## config.mk

```make
export PLATFORM = sky130hd
export DESIGN_NAME = wb_writeback_arbiter
export DESIGN_NICKNAME = d
export VERILOG_FILES = /design/src/rtl/wb_writeback_arbiter.sv
export SDC_FILE = /design/constraint.sdc
export NUM_CORES = 1
export LEC_CHECK = 0
export CAP_MARGIN = 20
export CORE_ASPECT_RATIO = 0.6
export CORE_MARGIN = 1
export CORE_UTILIZATION = 45
export CTS_BUF_LIST = sky130_fd_sc_hd__clkbuf_8
export CTS_CLUSTER_DIAMETER = 50
export DETAILED_ROUTE_END_ITERATION = 8
export HOLD_SLACK_MARGIN = 0.15
export PLACE_DENSITY = 0.85
export SLEW_MARGIN = 20
export SYNTH_ARGS = -nofsm -noshare
export SYNTH_HDL_FRONTEND = slang
export SYNTH_SLANG_ARGS = --single-unit
```

## constraint.sdc

```tcl
create_clock -name clk -period 2 [get_ports clk]
set_input_delay 0.6 -clock clk [delete_from_list [all_inputs] [get_ports clk]]
set_output_delay 0.6 -clock clk [all_outputs]
set_load 0.01 [all_outputs]
```

## src/rtl/wb_writeback_arbiter.sv

```systemverilog
// Generic in-order FIFO for single-clock buffering with registered storage.
// Latency: a push is visible at pop_dat one cycle later; a pop is a read of the head.
// Backpressure: full is derived from occupancy only, so a same-cycle pop never frees a slot early.
module wb_fifo #(
    parameter int W     = 8,
    parameter int DEPTH = 2
) (
    input  logic                     clk,
    input  logic                     rst_n,
    input  logic                     push_vld,
    input  logic [W-1:0]             push_dat,
    input  logic                     pop_vld,
    output logic [W-1:0]             pop_dat,
    output logic [$clog2(DEPTH):0]   count,
    output logic                     full,
    output logic                     empty
);

    localparam int AW = $clog2(DEPTH);
    localparam int CW = AW + 1;
    localparam logic [AW-1:0] PTR_ONE  = AW'(1);
    localparam logic [CW-1:0] CNT_ONE  = CW'(1);
    localparam logic [CW-1:0] CNT_FULL = CW'(DEPTH);

    logic [W-1:0]  mem [DEPTH];
    logic [AW-1:0] wr_ptr;
    logic [AW-1:0] rd_ptr;
    logic [CW-1:0] cnt;

    // Storage array; contents are don't-care until written, so no reset.
    always_ff @(posedge clk) begin
        if (push_vld) begin
            mem[wr_ptr] <= push_dat;
        end
    end

    // Pointers wrap naturally because DEPTH is a power of two.
    always_ff @(posedge clk or negedge rst_n) begin
        if (!rst_n) begin
            wr_ptr <= '0;
            rd_ptr <= '0;
            cnt    <= '0;
        end else begin
            if (push_vld) begin
                wr_ptr <= wr_ptr + PTR_ONE;
            end
            if (pop_vld) begin
                rd_ptr <= rd_ptr + PTR_ONE;
            end
            if (push_vld && !pop_vld) begin
                cnt <= cnt + CNT_ONE;
            end else if (!push_vld && pop_vld) begin
                cnt <= cnt - CNT_ONE;
            end
        end
    end

    assign pop_dat = mem[rd_ptr];
    assign count   = cnt;
    assign full    = (cnt == CNT_FULL);
    assign empty   = (cnt == '0);

endmodule

// Merges ALU results and buffered load returns onto the single register-file write port.
// Latency: ALU accept -> write next edge; load push -> earliest write two edges later.
// Backpressure: ld_ready drops when the load FIFO is full; alu_ready drops when a load is forced.
module wb_writeback_arbiter #(
    parameter int LD_DEPTH     = 2,
    parameter int STARVE_LIMIT = 3
) (
    input  logic                        clk,
    input  logic                        rst_n,
    input  logic                        alu_valid,
    output logic                        alu_ready,
    input  logic [2:0]                  alu_wa,
    input  logic [15:0]                 alu_wd,
    input  logic                        ld_valid,
    output logic                        ld_ready,
    input  logic [2:0]                  ld_wa,
    input  logic [15:0]                 ld_wd,
    input  logic                        issue_valid,
    input  logic [2:0]                  issue_wa,
    output logic [7:0]                  busy,
    output logic                        we,
    output logic [2:0]                  wa,
    output logic [15:0]                 wd,
    output logic [$clog2(LD_DEPTH):0]   fifo_count
);

    localparam int SW = (STARVE_LIMIT < 1) ? 1 : $clog2(STARVE_LIMIT + 1);
    localparam logic [SW-1:0] STARVE_MAX = SW'(STARVE_LIMIT);
    localparam logic [SW-1:0] STARVE_ONE = SW'(1);

    typedef struct packed {
        logic [2:0]  wa;
        logic [15:0] wd;
    } ld_req_t;

    ld_req_t        push_req;
    ld_req_t        head_req;
    logic           fifo_full;
    logic           fifo_empty;
    logic           push;
    logic           alu_gnt;
    logic           ld_gnt;
    logic [SW-1:0]  starve_cnt;
    logic [SW-1:0]  starve_next;
    logic [7:1]     busy_q;
    logic [7:1]     busy_next;
    logic           we_next;

    assign push_req = {ld_wa, ld_wd};
    assign ld_ready = !fifo_full;
    assign push     = ld_valid && ld_ready;

    wb_fifo #(
        .W     ($bits(ld_req_t)),
        .DEPTH (LD_DEPTH)
    ) u_ld_fifo (
        .clk      (clk),
        .rst_n    (rst_n),
        .push_vld (push),
        .push_dat (push_req),
        .pop_vld  (ld_gnt),
        .pop_dat  (head_req),
        .count    (fifo_count),
        .full     (fifo_full),
        .empty    (fifo_empty)
    );

    // Grant selection: ALU wins until it has starved a waiting load STARVE_LIMIT times.
    always_comb begin
        alu_gnt     = 1'b0;
        ld_gnt      = 1'b0;
        starve_next = starve_cnt;
        if (fifo_empty) begin
            alu_gnt     = alu_valid;
            starve_next = '0;
        end else if (alu_valid && (starve_cnt < STARVE_MAX)) begin
            alu_gnt     = 1'b1;
            starve_next = starve_cnt + STARVE_ONE;
        end else begin
            ld_gnt      = 1'b1;
            starve_next = '0;
        end
    end

    assign alu_ready = alu_gnt;

    // Writes to R0 are consumed but never enabled on the register file.
    assign we_next = (alu_gnt && (alu_wa != 3'd0)) || (ld_gnt && (head_req.wa != 3'd0));

    // Pending-load bits: a popped load clears its bit, a new issue to the same register wins.
    always_comb begin
        busy_next = busy_q;
        for (int i = 1; i < 8; i++) begin
            if (ld_gnt && (head_req.wa == 3'(i))) begin
                busy_next[i] = 1'b0;
            end
            if (issue_valid && (issue_wa == 3'(i))) begin
                busy_next[i] = 1'b1;
            end
        end
    end

    // Starvation counter and scoreboard state.
    always_ff @(posedge clk or negedge rst_n) begin
        if (!rst_n) begin
            starve_cnt <= '0;
            busy_q     <= '0;
        end else begin
            starve_cnt <= starve_next;
            busy_q     <= busy_next;
        end
    end

    // Registered write port; address/data hold when nothing is granted.
    always_ff @(posedge clk or negedge rst_n) begin
        if (!rst_n) begin
            we <= 1'b0;
            wa <= '0;
            wd <= '0;
        end else begin
            we <= we_next;
            if (alu_gnt) begin
                wa <= alu_wa;
                wd <= alu_wd;
            end else if (ld_gnt) begin
                wa <= head_req.wa;
                wd <= head_req.wd;
            end
        end
    end

    assign busy = {busy_q, 1'b0};

endmodule
```

After elaboration in Yosys (flattened, before gate mapping)
Memories as Yosys holds them, arrays and structs flattened.
Index checks and enable logic that the tools add are counted.

storage, ports and cells
  memories = 1
  register bits = 33
  memory bits (writable) = 38
  logic and storage cells = 100

cells by class
  reduce and logical (&&, ||, !) cells = 36
  muxes and demuxes = 28
  magnitude comparators = 1
  eq/ne operators = 15
  add/subtract/negate cells = 5

memory list
  memory         depth  width  read ports  clocked after memory_dff  wr ports  line  RTL
  u_ld_fifo.mem  2      19     1           0                         1         25    logic [W-1:0] mem [DEPTH];

operator list
  cell                   count
  $mux W16               2
  $eq A3 B3 Y1 const B   8
  $logic_and A1 B1 Y1    20
  $mux W1                20
  $reduce_bool A2 Y1     9
  $eq A3 B2 Y1 const B   4
  $mux W2                4
  $eq A3 B1 Y1 const B   2
  $mux W3                2
  $reduce_bool A3 Y1     2
  $add A2 B1 Y2 const B  2
  $logic_not A1 Y1       3
  $add A1 B1 Y1 const B  2
  $eq A2 B2 Y1 const B   1
  $logic_not A2 Y1       1
  $lt A2 B2 Y1 const B   1
  $sub A2 B1 Y2 const B  1
  $logic_or A1 B1 Y1     1

Logic depth before layout (Yosys ltp)
Gate-level depths: netlist (run 1).

  depth in word-level cells = 7
  depth in mapped cells = 9
  mapped depth without buffers = 7

Modules after synthesis
A second synthesis (run 1) with hierarchy kept.

unflattened totals
  cell total of the unflattened synthesis = 214
  area, all modules = 3218.1 um2

modules (own cells, without submodules)
  module                seq. area each (um2)  cells each  area each (um2)  times used
  wb_fifo               1241.2                75          1637.8           1
  wb_writeback_arbiter  725.7                 139         1580.3           1

Least setup slack after synthesis (run 1)
Ideal clock, no wire load.

  path type = reg-to-reg
  from = register u_ld_fifo.cnt[0] (netlist: u_ld_fifo.count[0])
  to = memory u_ld_fifo.mem[0][0] (netlist bit) (enable)
  required time = 1605 ps
  setup slack = -90 ps
  stages on the path, launching flop included = 5
  arrival = 1696 ps
  clock period less this slack = 2090 ps
  buffers on the path = 1
  cells stage by stage = dfrtp_1 buf_2 nand2b_1 nand2_1 nor2_1

on the way
  longest elaborated chain between the ends = 5

RTL lines
  item                           line  RTL
  from (decl)                    28    logic [CW-1:0] cnt;
  from (signal assigned)         51    cnt <= cnt + CNT_ONE;
  from (signal assigned)         53    cnt <= cnt - CNT_ONE;
  $eq A2 B2 Y1                   60    assign full = (cnt == CNT_FULL);
  $logic_not A1 Y1               114   assign ld_ready = !fifo_full;
  via ld_ready                   79    output logic ld_ready,
  $logic_and A1 B1 Y1            115   assign push = ld_valid && ld_ready;
  $mux W1                        32    if (push_vld) begin
  $mux W1 (implied by the code)  33    mem[wr_ptr] <= push_dat;
  to (decl)                      25

The timed path passes the listed nets, and every way through them passes these cells.

Final worst setup path (run 1)
  from = register starve_cnt[0]
  to = output alu_ready

on the way
  longest elaborated chain between the ends = 4

RTL lines
  item                    line  RTL
  from (decl)             107   logic [SW-1:0] starve_cnt;
  from (signal assigned)  173   starve_cnt <= starve_next;
  $lt A2 B2 Y1            140   end else if (alu_valid && (starve_cnt < STARVE_MAX)) begin
  $logic_and A1 B1 Y1     140
  $mux W1                 140
  $mux W1                 137   if (fifo_empty) begin
  to (decl)               75    output logic alu_ready,

No other way between the ends.

==> out/metrics.csv, run 1 <==
stage;metric;value;unit
worst_hold_path;hp-class;input port to asynchronous set/reset pin;
final_layout;syn2layout_area_growth;39.7;%
synthesis;async_flop_share;46.5;%
critical_path;cp.required;1.40;ns
clock_network;cts_made_buffers;9;
placement;placement.io_buffers;76;
die;die-height;65.6;um
power;cellPowerDensity;1440;mW/mm2
synthesis;synthCells;221;
die;dieArea;0.00709;mm2
routing;dr_total_vias;2168;
die;rows;22;
timing;hold_viol_final;0;
timing;skew;0.0105;ns
grt;antenna_found_initial;0;
synthesis;ys_ff_latch;71;
final_layout;multi_input_area;977;um2
placement;post-dp-hpwl;4850;um
grt;grt_pass1_vias;2291;
timing;fmax;0.503;GHz
clock_network;cts_root_buf;clkbuf_8;
critical_path;crit_path_end;alu_ready;
critical_path;rr_startpoint;starve_cnt[0];
synthesis;synth_cell_types;40;
die;initial_utilization;48.2;%
critical_path;worst_setup_path_end_kind;primary output;
routing;avgRoutedWirePerCell;17.8;um
clock_network;clkSinkCount;71;
synthesis;syn-num-nets;269;
grt;grt_use_total;21.8;%
clock_network;cts.clk_slew.worst_paths;0.07;ns
run_status;status;finished clean;
critical_path;critPathMaxFanout;2;
final_layout;fill_cells;488;
clock_network;cts_tree;done;
timing;worst_slew_pin_slew;0.772;ns
synthesis;synthFlopType;edfxtp_1;
final_layout;insertedDiodeCount;0;
critical_path;ff2ff_path_depth;6;
placement;place_ws;-0.614;ns
final_layout;num-nets-final;358;
clock_network;htreeDepth;3;
grt;top_usage_layer;met2;
routing;antenna_left;0;
synthesis;synth.avg_cell_area;13.7;um2
synthesis;ys_seq_area_share;64.8;%
die;die_x;108;um
power;p_total;6.12;mW
clock_network;cts_buffer_depth;2;
routing;via_per_inst;5.45;
grt;grt_pass1_wl;11300;um
timing;setup_tns;0;ns
grt;grt_overflow;0;
final_layout;final_common_cell;clkdlybuf4s50_1;
routing;firstDrtPassIters;4;
timing;setup_viol;0;
power;max-vdd-ir-drop;0.853;mV
timing;rsz0062_at_grt;true;
timing;slew_viol_final;0;
flow_run;maxCapViolCount;0;
routing;drt-initial-drc-count;102;
final_layout;seq_area;0.00197;mm2
grt;met1_usage;27.9;%
synthesis;syn-cell-area;0.00304;mm2
timing;layout_setup_ws;0.0123;ns
die;io_pins;78;
routing;drc_errors;0;
synthesis;synth_edf_count;38;
grt;grt_max_degree;34;
timing;period_share;99.4;%
critical_path;start_kind;register;
critical_path;critical_path_class;register to primary output;
power;leakage;1.67;nW
placement;globalplace.congestion;0.816;
grt;grtUsageMet3;6.75;%
clock_network;clock_latency;0.34;ns
final_layout;drive_gt1_share;13.4;%
routing;wirelength;7080;um
timing;period_needed;1.99;ns
die;fp.coreArea;0.00630;mm2
critical_path;startpoint;starve_cnt[0];
synthesis;yosysWarnings;0;
final_layout;final_cell_mix;clkdlybuf4s50_1, edfxtp_1, dfrtp_1;
critical_path;arrival;1.39;ns
grt;met2_usage;35.8;%
final_layout;fin_util;67.3;%
critical_path;r2r_slack;0.25;ns
timing;slew_headroom;48.5;%
critical_path;timing.rr.end;wd[11];
[cell families after synthesis]
kind of cell | share of synthesized area (%)
AND/OR/NAND/NOR | 11.2
adder cells (fa/ha/maj) | 0.824
buffers and inverters | 3.91
AO/OA/AOI/OAI | 11.1
other | 0.123
flip-flops | 64.8
multiplexers | 6.63
XOR/XNOR | 1.44
[cell usage after synthesis, types with 5 or more instances]
cell       instances  area share [%]
nand2b_1           5             1.0
and2_1            12             2.5
dfrtp_1           33              27
buf_2              8             1.3
o22ai_1            6             1.2
nand2_1            6            0.74
edfxtp_1          38              38
nor3_1            20             3.3
a311o_1           12             4.0
mux2i_1           19             6.3
a2111oi_0          6             1.7
inv_1              7            0.87
[per-layer routing]
layer | vias to the layer above | part of all wire (%)
li1 | 1018 | -
met1 | 1067 | 45
met2 | 77 | 47
met3 | 6 | 6.7
met4 | 0 | 0.81
met5 | - | 0
[worst max-delay path, cell delays in order (launching register included)]
cell      delay [ns]
dfrtp_1         0.39
ha_1            0.22
nand2b_4        0.16
a21oi_4         0.16
buf_6           0.12
[final cells by class]
type	instances	area share (%)
repair buffers	94	22.0
inverters	7	0.619
multi-input cells	127	23.0
clock buffers	9	2.92
well taps	84	2.48
clock inverters	6	2.62
flip-flops and latches	71	46.4
[where the power goes]
part,internal [mW],switching [mW]
sequential,2.08,0.260
clock,0.821,0.517
combinational,1.28,1.17
total,4.17,1.95
[stage by stage]
| stage | area, um2 | hold slack (ns) | instances |
|---|---|---|---|
| after detailed placement | 3980 | 0.443 | 382 |
| final | 4240 | 0.337 | 398 |
| after global routing | 4240 | 0.384 | 398 |
| after floorplan | 3040 | 0.304 | 221 |
| after CTS | 4220 | 0.354 | 398 |
| after global placement | 3980 | 0.423 | 382 |
[flip-flops by register name, indices dropped and copies added, names as in the netlist]
signal and count:
busy_q 7, starve_cnt 2, u_ld_fifo.count 2, u_ld_fifo.mem 38
u_ld_fifo.rd_ptr 1, u_ld_fifo.wr_ptr 1, wa 3, wd 16
we 1
[timing repair]
action	4_1_cts	5_1_grt
pin swaps	1	0
gates resized for setup	7	5
endpoints found under the setup margin	2	3
hold buffers	0	0
buffers inserted	1	0
[worst min-delay path by stage]
stage                        startpoint       endpoint  slack [ns]
after global placement    starve_cnt[0]  starve_cnt[0]        0.42
after global routing              rst_n      busy_q[6]        0.38
after detailed placement  starve_cnt[0]  starve_cnt[0]        0.44
after floorplan                   rst_n      busy_q[1]        0.30
final                             rst_n             we        0.34
after CTS                         rst_n             we        0.35
Power figures use the tool's default switching activity.
==> run 2, diff against run 1 <==
--- a/config.mk
+++ b/config.mk
@@ -8,12 +8,12 @@
 export CAP_MARGIN = 20
 export CORE_ASPECT_RATIO = 0.6
 export CORE_MARGIN = 1
-export CORE_UTILIZATION = 45
+export CORE_UTILIZATION = 50
 export CTS_BUF_LIST = sky130_fd_sc_hd__clkbuf_8
 export CTS_CLUSTER_DIAMETER = 50
 export DETAILED_ROUTE_END_ITERATION = 8
-export HOLD_SLACK_MARGIN = 0.15
-export PLACE_DENSITY = 0.85
+export HOLD_SLACK_MARGIN = 0.08
+export PLACE_DENSITY = 0.89
 export SLEW_MARGIN = 20
 export SYNTH_ARGS = -nofsm -noshare
 export SYNTH_HDL_FRONTEND = slang
==> constraint.sdc (replaced) <==
create_clock -name clk -period 2.2 [get_ports clk]
set_input_delay 0.66 -clock clk [delete_from_list [all_inputs] [get_ports clk]]
set_output_delay 0.66 -clock clk [all_outputs]
set_load 0.01 [all_outputs]
==> run 2 against run 1 <==
Effect of this change:
- sequential cell count did not move
- hold slack improved by 0.12 ns
- combinational power fell by 8.6%
- sequential share of layout area rose by 1.0 points
- critical path type unchanged
- largest cell class unchanged
- largest power group unchanged
==> out/metrics.csv, run 2 (synthesis gave the netlist of run 1 again) <==
stage;metric;value;unit;change
worst_hold_path;hp-class;register to register;;
critical_path;r2r_slack;0.43;ns;+0.18 ns
grt;grt_overflow;0;;unchanged
grt;antenna_found_initial;1;;+1
die;die_x;103;um;-5.0%
die;dieArea;0.00640;mm2;-9.8%
routing;drc_errors;0;;unchanged
die;io_pins;78;;unchanged
routing;drt-initial-drc-count;124;;+22%
run_status;status;finished clean;;
clock_network;clkSinkCount;71;;unchanged
routing;top_layer;met4;;
die;die-height;62.4;um;-5.0%
placement;globalplace.congestion;0.777;;-4.8%
timing;worst_slew_pin_slew;0.623;ns;-0.149 ns
critical_path;crit_slowest_cell;dfrtp_1;;
final_layout;fill_cells;376;;-23%
timing;slew_headroom;58.4;%;+9.9 points
final_layout;fin_area;0.00415;mm2;-2.2%
clock_network;htreeDepth;3;;unchanged
critical_path;arrival;1.47;ns;+0.08 ns
final_layout;syn2layout_area_growth;36.7;%;
final_layout;final_cell_mix;clkdlybuf4s50_1, edfxtp_1, dfrtp_1;;
routing;wirelength;7390;um;+4.4%
routing;antenna_left;0;;unchanged
critical_path;start_kind;register;;
critical_path;critical_path_class;register to primary output;;
power;leakage;1.62;nW;-3.1%
grt;grt_use_total;25.2;%;+3.4 points
power;max-vdd-ir-drop;0.482;mV;-44%
grt;grt_pass1_wl;11600;um;+2.3%
critical_path;cpPeakStageDelay;0.39;ns;about the same
clock_network;cts_buffer_depth;2;;unchanged
grt;grt_pass1_vias;2269;;-0.96%
placement;dp_cells;379;;-0.79%
timing;setup_viol;0;;unchanged
die;rows;21;;-4.5%
placement;placement.io_buffers;76;;unchanged
critical_path;cp.required;1.54;ns;+0.14 ns
clock_network;cts.clk_slew.worst_paths;0.07;ns;about the same
clock_network;cts_tree;done;;
routing;avgRoutedWirePerCell;18.7;um;+5.2%
timing;fin_hold_ws;0.460;ns;+0.123 ns
critical_path;path_delay_family;flip-flops;;
power;cellPowerDensity;1260;mW/mm2;-13%
final_layout;final_cells;395;;-0.75%
final_layout;top_register;u_ld_fifo.mem;;
timing;skew;0.00944;ns;-0.00108 ns
routing;dr_total_vias;2243;;+3.5%
routing;via_per_inst;5.68;;+4.2%
placement;dpl-instance-area;0.00398;mm2;+0.19%
routing;firstDrtPassIters;4;;unchanged
final_layout;num-nets-final;358;;unchanged
final_layout;reg.largest.list;u_ld_fifo.mem (38), wd (16), busy_q (7);;
flow_run;maxCapViolCount;0;;unchanged
clock_network;clock_latency;0.34;ns;about the same
clock_network;postCtsSetupBuffers;0;;-1
final_layout;final_common_cell;clkdlybuf4s50_1;;
clock_network;ctsHoldBuffers;0;;unchanged
timing;period_needed;2.13;ns;
clock_network;cts_made_buffers;9;;unchanged
routing;wl_met2;3380;um;+1.7%
die;initial_utilization;53.3;%;+5.1 points
critical_path;cp_num_buf_inv;1;;unchanged
timing;hold_viol_final;0;;unchanged
die;fp.coreArea;0.00570;mm2;-9.5%
timing;period_share;96.8;%;
routing;wl_met3;613;um;+29%
critical_path;crit_path_cell_trace;ha_1, nand2b_4, a21oi_2, buf_2;;
final_layout;drive_gt1_share;12.1;%;-1.3 points
critical_path;worst_setup_path_end_kind;primary output;;
timing;fmax;0.470;GHz;
placement;post-dp-hpwl;5180;um;+7.0%
critical_path;critPathMaxFanout;2;;unchanged
routing;wl_met1;3280;um;+1.9%
final_layout;largest_reg_flops;38;;unchanged
grt;grt_max_degree;34;;unchanged
timing;slew_viol_final;0;;unchanged
clock_network;cts_root_buf;clkbuf_8;;
==> run 2: cell count changes in the layout (fill, tap and decap cells not counted), sizes merged <==
cell	delta
buf	-1
bufinv	-3
clkbuf	+2
clkdlybuf4s50	+3
diode	+1
dlymetal6s2s	-2
inv	+1
==> run 2: report_power, final <==
| group | internal [mW] | leakage, nW | switching (mW) |
|---|---|---|---|
| Sequential | 1.89 | 0.748 | 0.230 |
| Combinational | 1.16 | 0.782 | 1.07 |
| Clock | 0.449 | 0.0929 | 0.435 |
| Total | 3.50 | 1.62 | 1.74 |
==> run 2: per-layer routing <==
metal  vias up  track usage, %
li1       1019               -
met1      1112            33.4
met2       101            38.1
met3        11            8.67
met4         0            10.0
met5         -               0
==> run 2: repair_timing <==
item                                    4_1_cts  5_1_grt
endpoints found under the setup margin       11        1
pin swaps                                     1        1
resized for setup                             6        1
==> run 2: final cells by class <==
class / instances / area [um2] / share of cell area (%)
Sequential cell: 71 / 1970 / 47.4
Clock inverter: 4 / 15.0 / 0.362
Inverter: 7 / 26.3 / 0.633
Tap cell: 80 / 100 / 2.41
Antenna cell: 1 / 2.50 / 0.0603
Multi-Input combinational cell: 127 / 963 / 23.2
Timing Repair Buffer: 94 / 926 / 22.3
Clock buffer: 11 / 151 / 3.65
==> run 2: final timing paths <==
check	startpoint	endpoint	cells after the start
setup / recovery	starve_cnt[0]	alu_ready	4
hold / removal	starve_cnt[0]	starve_cnt[0]	1
setup reg to reg	u_ld_fifo.count[0]	wd[7]	5
hold reg to reg	starve_cnt[0]	starve_cnt[0]	1
max in group asynchronous	rst_n	wd[1]	2
min in group asynchronous	rst_n	wd[14]	2
==> run 2: stage by stage <==
| step | total power [mW] | setup slack, ns | setup TNS, ns | util, % |
|---|---|---|---|---|
| after global routing | 5.53 | -0.0119 | -0.0119 | 72.8 |
| after CTS | 5.25 | 0.0719 | 0 | 72.6 |
| final | 5.24 | 0.0706 | 0 | 72.8 |
| after detailed placement | 4.38 | -0.509 | -7.14 | 69.8 |
| after floorplan | 3.27 | 0.110 | 0 | - |
| after global placement | 4.28 | -0.472 | -4.74 | 69.8 |
==> run 3, diff against run 2 <==
--- a/config.mk
+++ b/config.mk
@@ -6,7 +6,6 @@
 export NUM_CORES = 1
 export LEC_CHECK = 0
 export CAP_MARGIN = 20
-export CORE_ASPECT_RATIO = 0.6
 export CORE_MARGIN = 1
 export CORE_UTILIZATION = 50
 export CTS_BUF_LIST = sky130_fd_sc_hd__clkbuf_8
==> run 3 against run 2 <==
Effect of this change:
- count of clock-buffer cells in the layout down 1
- sequential cell count unchanged
- wire length down 6.3%
- hold slack worse by 0.011 ns
- combinational power down 4%
- sequential power about the same
- clock skew down 0.0011 ns
- final area down 0.33%
- sequential share of layout area up 0.16 points
- critical path depth unchanged
- critical path type unchanged
- largest power group unchanged
- highest routed layer unchanged
==> out/metrics.csv, run 3 (synthesis gave the netlist of run 1 again) <==
stage;metric;value;unit;change
run_status;status;finished clean;;
placement;placement.io_buffers;76;;unchanged
power;clockPowerShare;17.0;%;about the same
placement;dpl-instance-area;0.00397;mm2;-0.28%
worst_hold_path;hp-class;register to register;;
power;max-vdd-ir-drop;0.643;mV;+34%
final_layout;final_common_cell;clkdlybuf4s50_1;;
power;p_int;3.46;mW;-1.3%
final_layout;insertedDiodeCount;0;;-1
placement;globalplace.congestion;0.817;;+5.1%
critical_path;critical_path_class;register to primary output;;
critical_path;critPathMaxFanout;2;;unchanged
final_layout;num-nets-final;360;;+0.56%
clock_network;cts.clk_slew.worst_paths;0.07;ns;about the same
flow_run;maxCapViolCount;0;;unchanged
final_layout;syn2layout_area_growth;36.3;%;
power;p_total;5.17;mW;-1.4%
grt;grt_use_total;23.7;%;-1.5 points
clock_network;clkSinkCount;71;;unchanged
routing;dr_total_vias;2226;;-0.76%
timing;rsz0062_at_grt;false;;
timing;hold_viol_final;0;;unchanged
power;seq_power_share;41.1;%;+0.7 points
timing;fin_hold_ws;0.450;ns;-0.0106 ns
power;leakage;1.62;nW;-0.26%
clock_network;cts_root_buf;clkbuf_8;;
timing;period_needed;2.12;ns;-0.0102 ns
grt;antenna_found_initial;0;;-1
clock_network;cts_tree;done;;
clock_network;htreeDepth;3;;unchanged
die;rows;28;;+33%
critical_path;start_kind;register;;
timing;fmax;0.472;GHz;+0.48%
final_layout;fin_util;70.3;%;-2.5 points
critical_path;cp.required;1.54;ns;about the same
placement;place_ws;-0.658;ns;-0.149 ns
power;switching_power;1.71;mW;-1.6%
timing;slew_viol_final;0;;unchanged
routing;wirelength;6920;um;-6.3%
timing;worst_slew_pin_slew;0.490;ns;-0.134 ns
grt;grt_overflow;0;;unchanged
routing;drc_errors;0;;unchanged
final_layout;top_register;u_ld_fifo.mem;;
placement;post-dp-hpwl;4730;um;-8.8%
routing;via_per_inst;5.68;;about the same
routing;firstDrtPassIters;4;;unchanged
die;fp.coreArea;0.00589;mm2;+3.2%
critical_path;worst_setup_path_end_kind;primary output;;
timing;setup_tns;0;ns;unchanged
die;dieArea;0.00639;mm2;-0.16%
timing;setup_viol;0;;unchanged
timing;layout_setup_ws;0.0808;ns;+0.0102 ns
final_layout;fin_area;0.00414;mm2;-0.33%
timing;skew;0.00830;ns;-0.00114 ns
die;initial_utilization;51.6;%;-1.7 points
clock_network;cts_buffer_depth;2;;unchanged
die;io_pins;78;;unchanged
grt;grt_max_degree;34;;unchanged
timing;period_share;96.3;%;-0.47 points
grt;grt_pass1_vias;2305;;+1.6%
routing;antenna_left;0;;unchanged
final_layout;final_cells;392;;-0.76%
power;comb_power_share;41.9;%;-0.8 points
die;die_x;79.9;um;-22%
final_layout;final_cell_mix;clkdlybuf4s50_1, edfxtp_1, dfrtp_1;;
clock_network;cts_made_buffers;9;;unchanged
die;die-height;79.9;um;+28%
routing;avgRoutedWirePerCell;17.7;um;-5.6%
final_layout;largest_reg_flops;38;;unchanged
placement;dp_cells;375;;-1.1%
power;cellPowerDensity;1250;mW/mm2;-1.1%
grt;grt_pass1_wl;10900;um;-5.8%
final_layout;drive_gt1_share;12.6;%;+0.52 points
final_layout;reg.largest.list;u_ld_fifo.mem (38), wd (16), busy_q (7);;
critical_path;arrival;1.46;ns;about the same
power;swShare;33.1;%;-0.071 points
clock_network;clock_latency;0.34;ns;about the same
routing;drt-initial-drc-count;127;;+2.4%
timing;slew_headroom;66.5;%;+8.1 points
[run 3: layout make-up]
type | count | area [um2]
repair buffers | 96 | 930
clock inverters | 6 | 27.5
inverters | 7 | 26.3
multi-input cells | 127 | 956
clock buffers | 10 | 138
fillers | 424 | 1750
well taps | 75 | 93.8
flip-flops and latches | 71 | 1970
[run 3: metal layers]
| metal | track usage [%] | routed length [um] |
|---|---|---|
| met5 | 0 | 0 |
| met4 | 13.4 | 85 |
| met3 | 3.89 | 337 |
| met2 | 42.1 | 3740 |
| met1 | 27.0 | 2760 |
[run 3: critical path, stage by stage, from the launching register on]
cell and delay (ns):
dfrtp_1 0.39, ha_1 0.22, nand2b_1 0.17, a21oi_2 0.19, buf_2 0.16
[run 3: path summary, 6_finish.rpt]
kind / depth (start not counted) / endpoint / slack (ns) / start
setup / recovery: 4 / alu_ready / 0.08 / starve_cnt[0]
hold / removal: 1 / starve_cnt[0] / 0.45 / starve_cnt[0]
setup reg to reg: 3 / busy_q[5] / 0.43 / u_ld_fifo.rd_ptr
hold reg to reg: 1 / starve_cnt[0] / 0.45 / starve_cnt[0]
max in group asynchronous: 2 / u_ld_fifo.count[0] / 1.13 / rst_n
min in group asynchronous: 2 / wa[0] / 0.75 / rst_n
[run 3: power by group through the flow]
stage          logic [mW]  registers, mW  clock network, mW
4_1_cts              2.18           2.12              0.895
5_1_grt              2.34           2.17              0.954
3_5_place_dp         2.18           2.15                  0
6_report             2.16           2.12              0.879
3_3_place_gp         2.11           2.11                  0
2_1_floorplan        1.04           2.22                  0
[run 3: timing repair]
action,in CTS,in global routing
buffers inserted,1,0
setup endpoints to repair,2,0
resized for setup,7,0
hold buffers,0,0
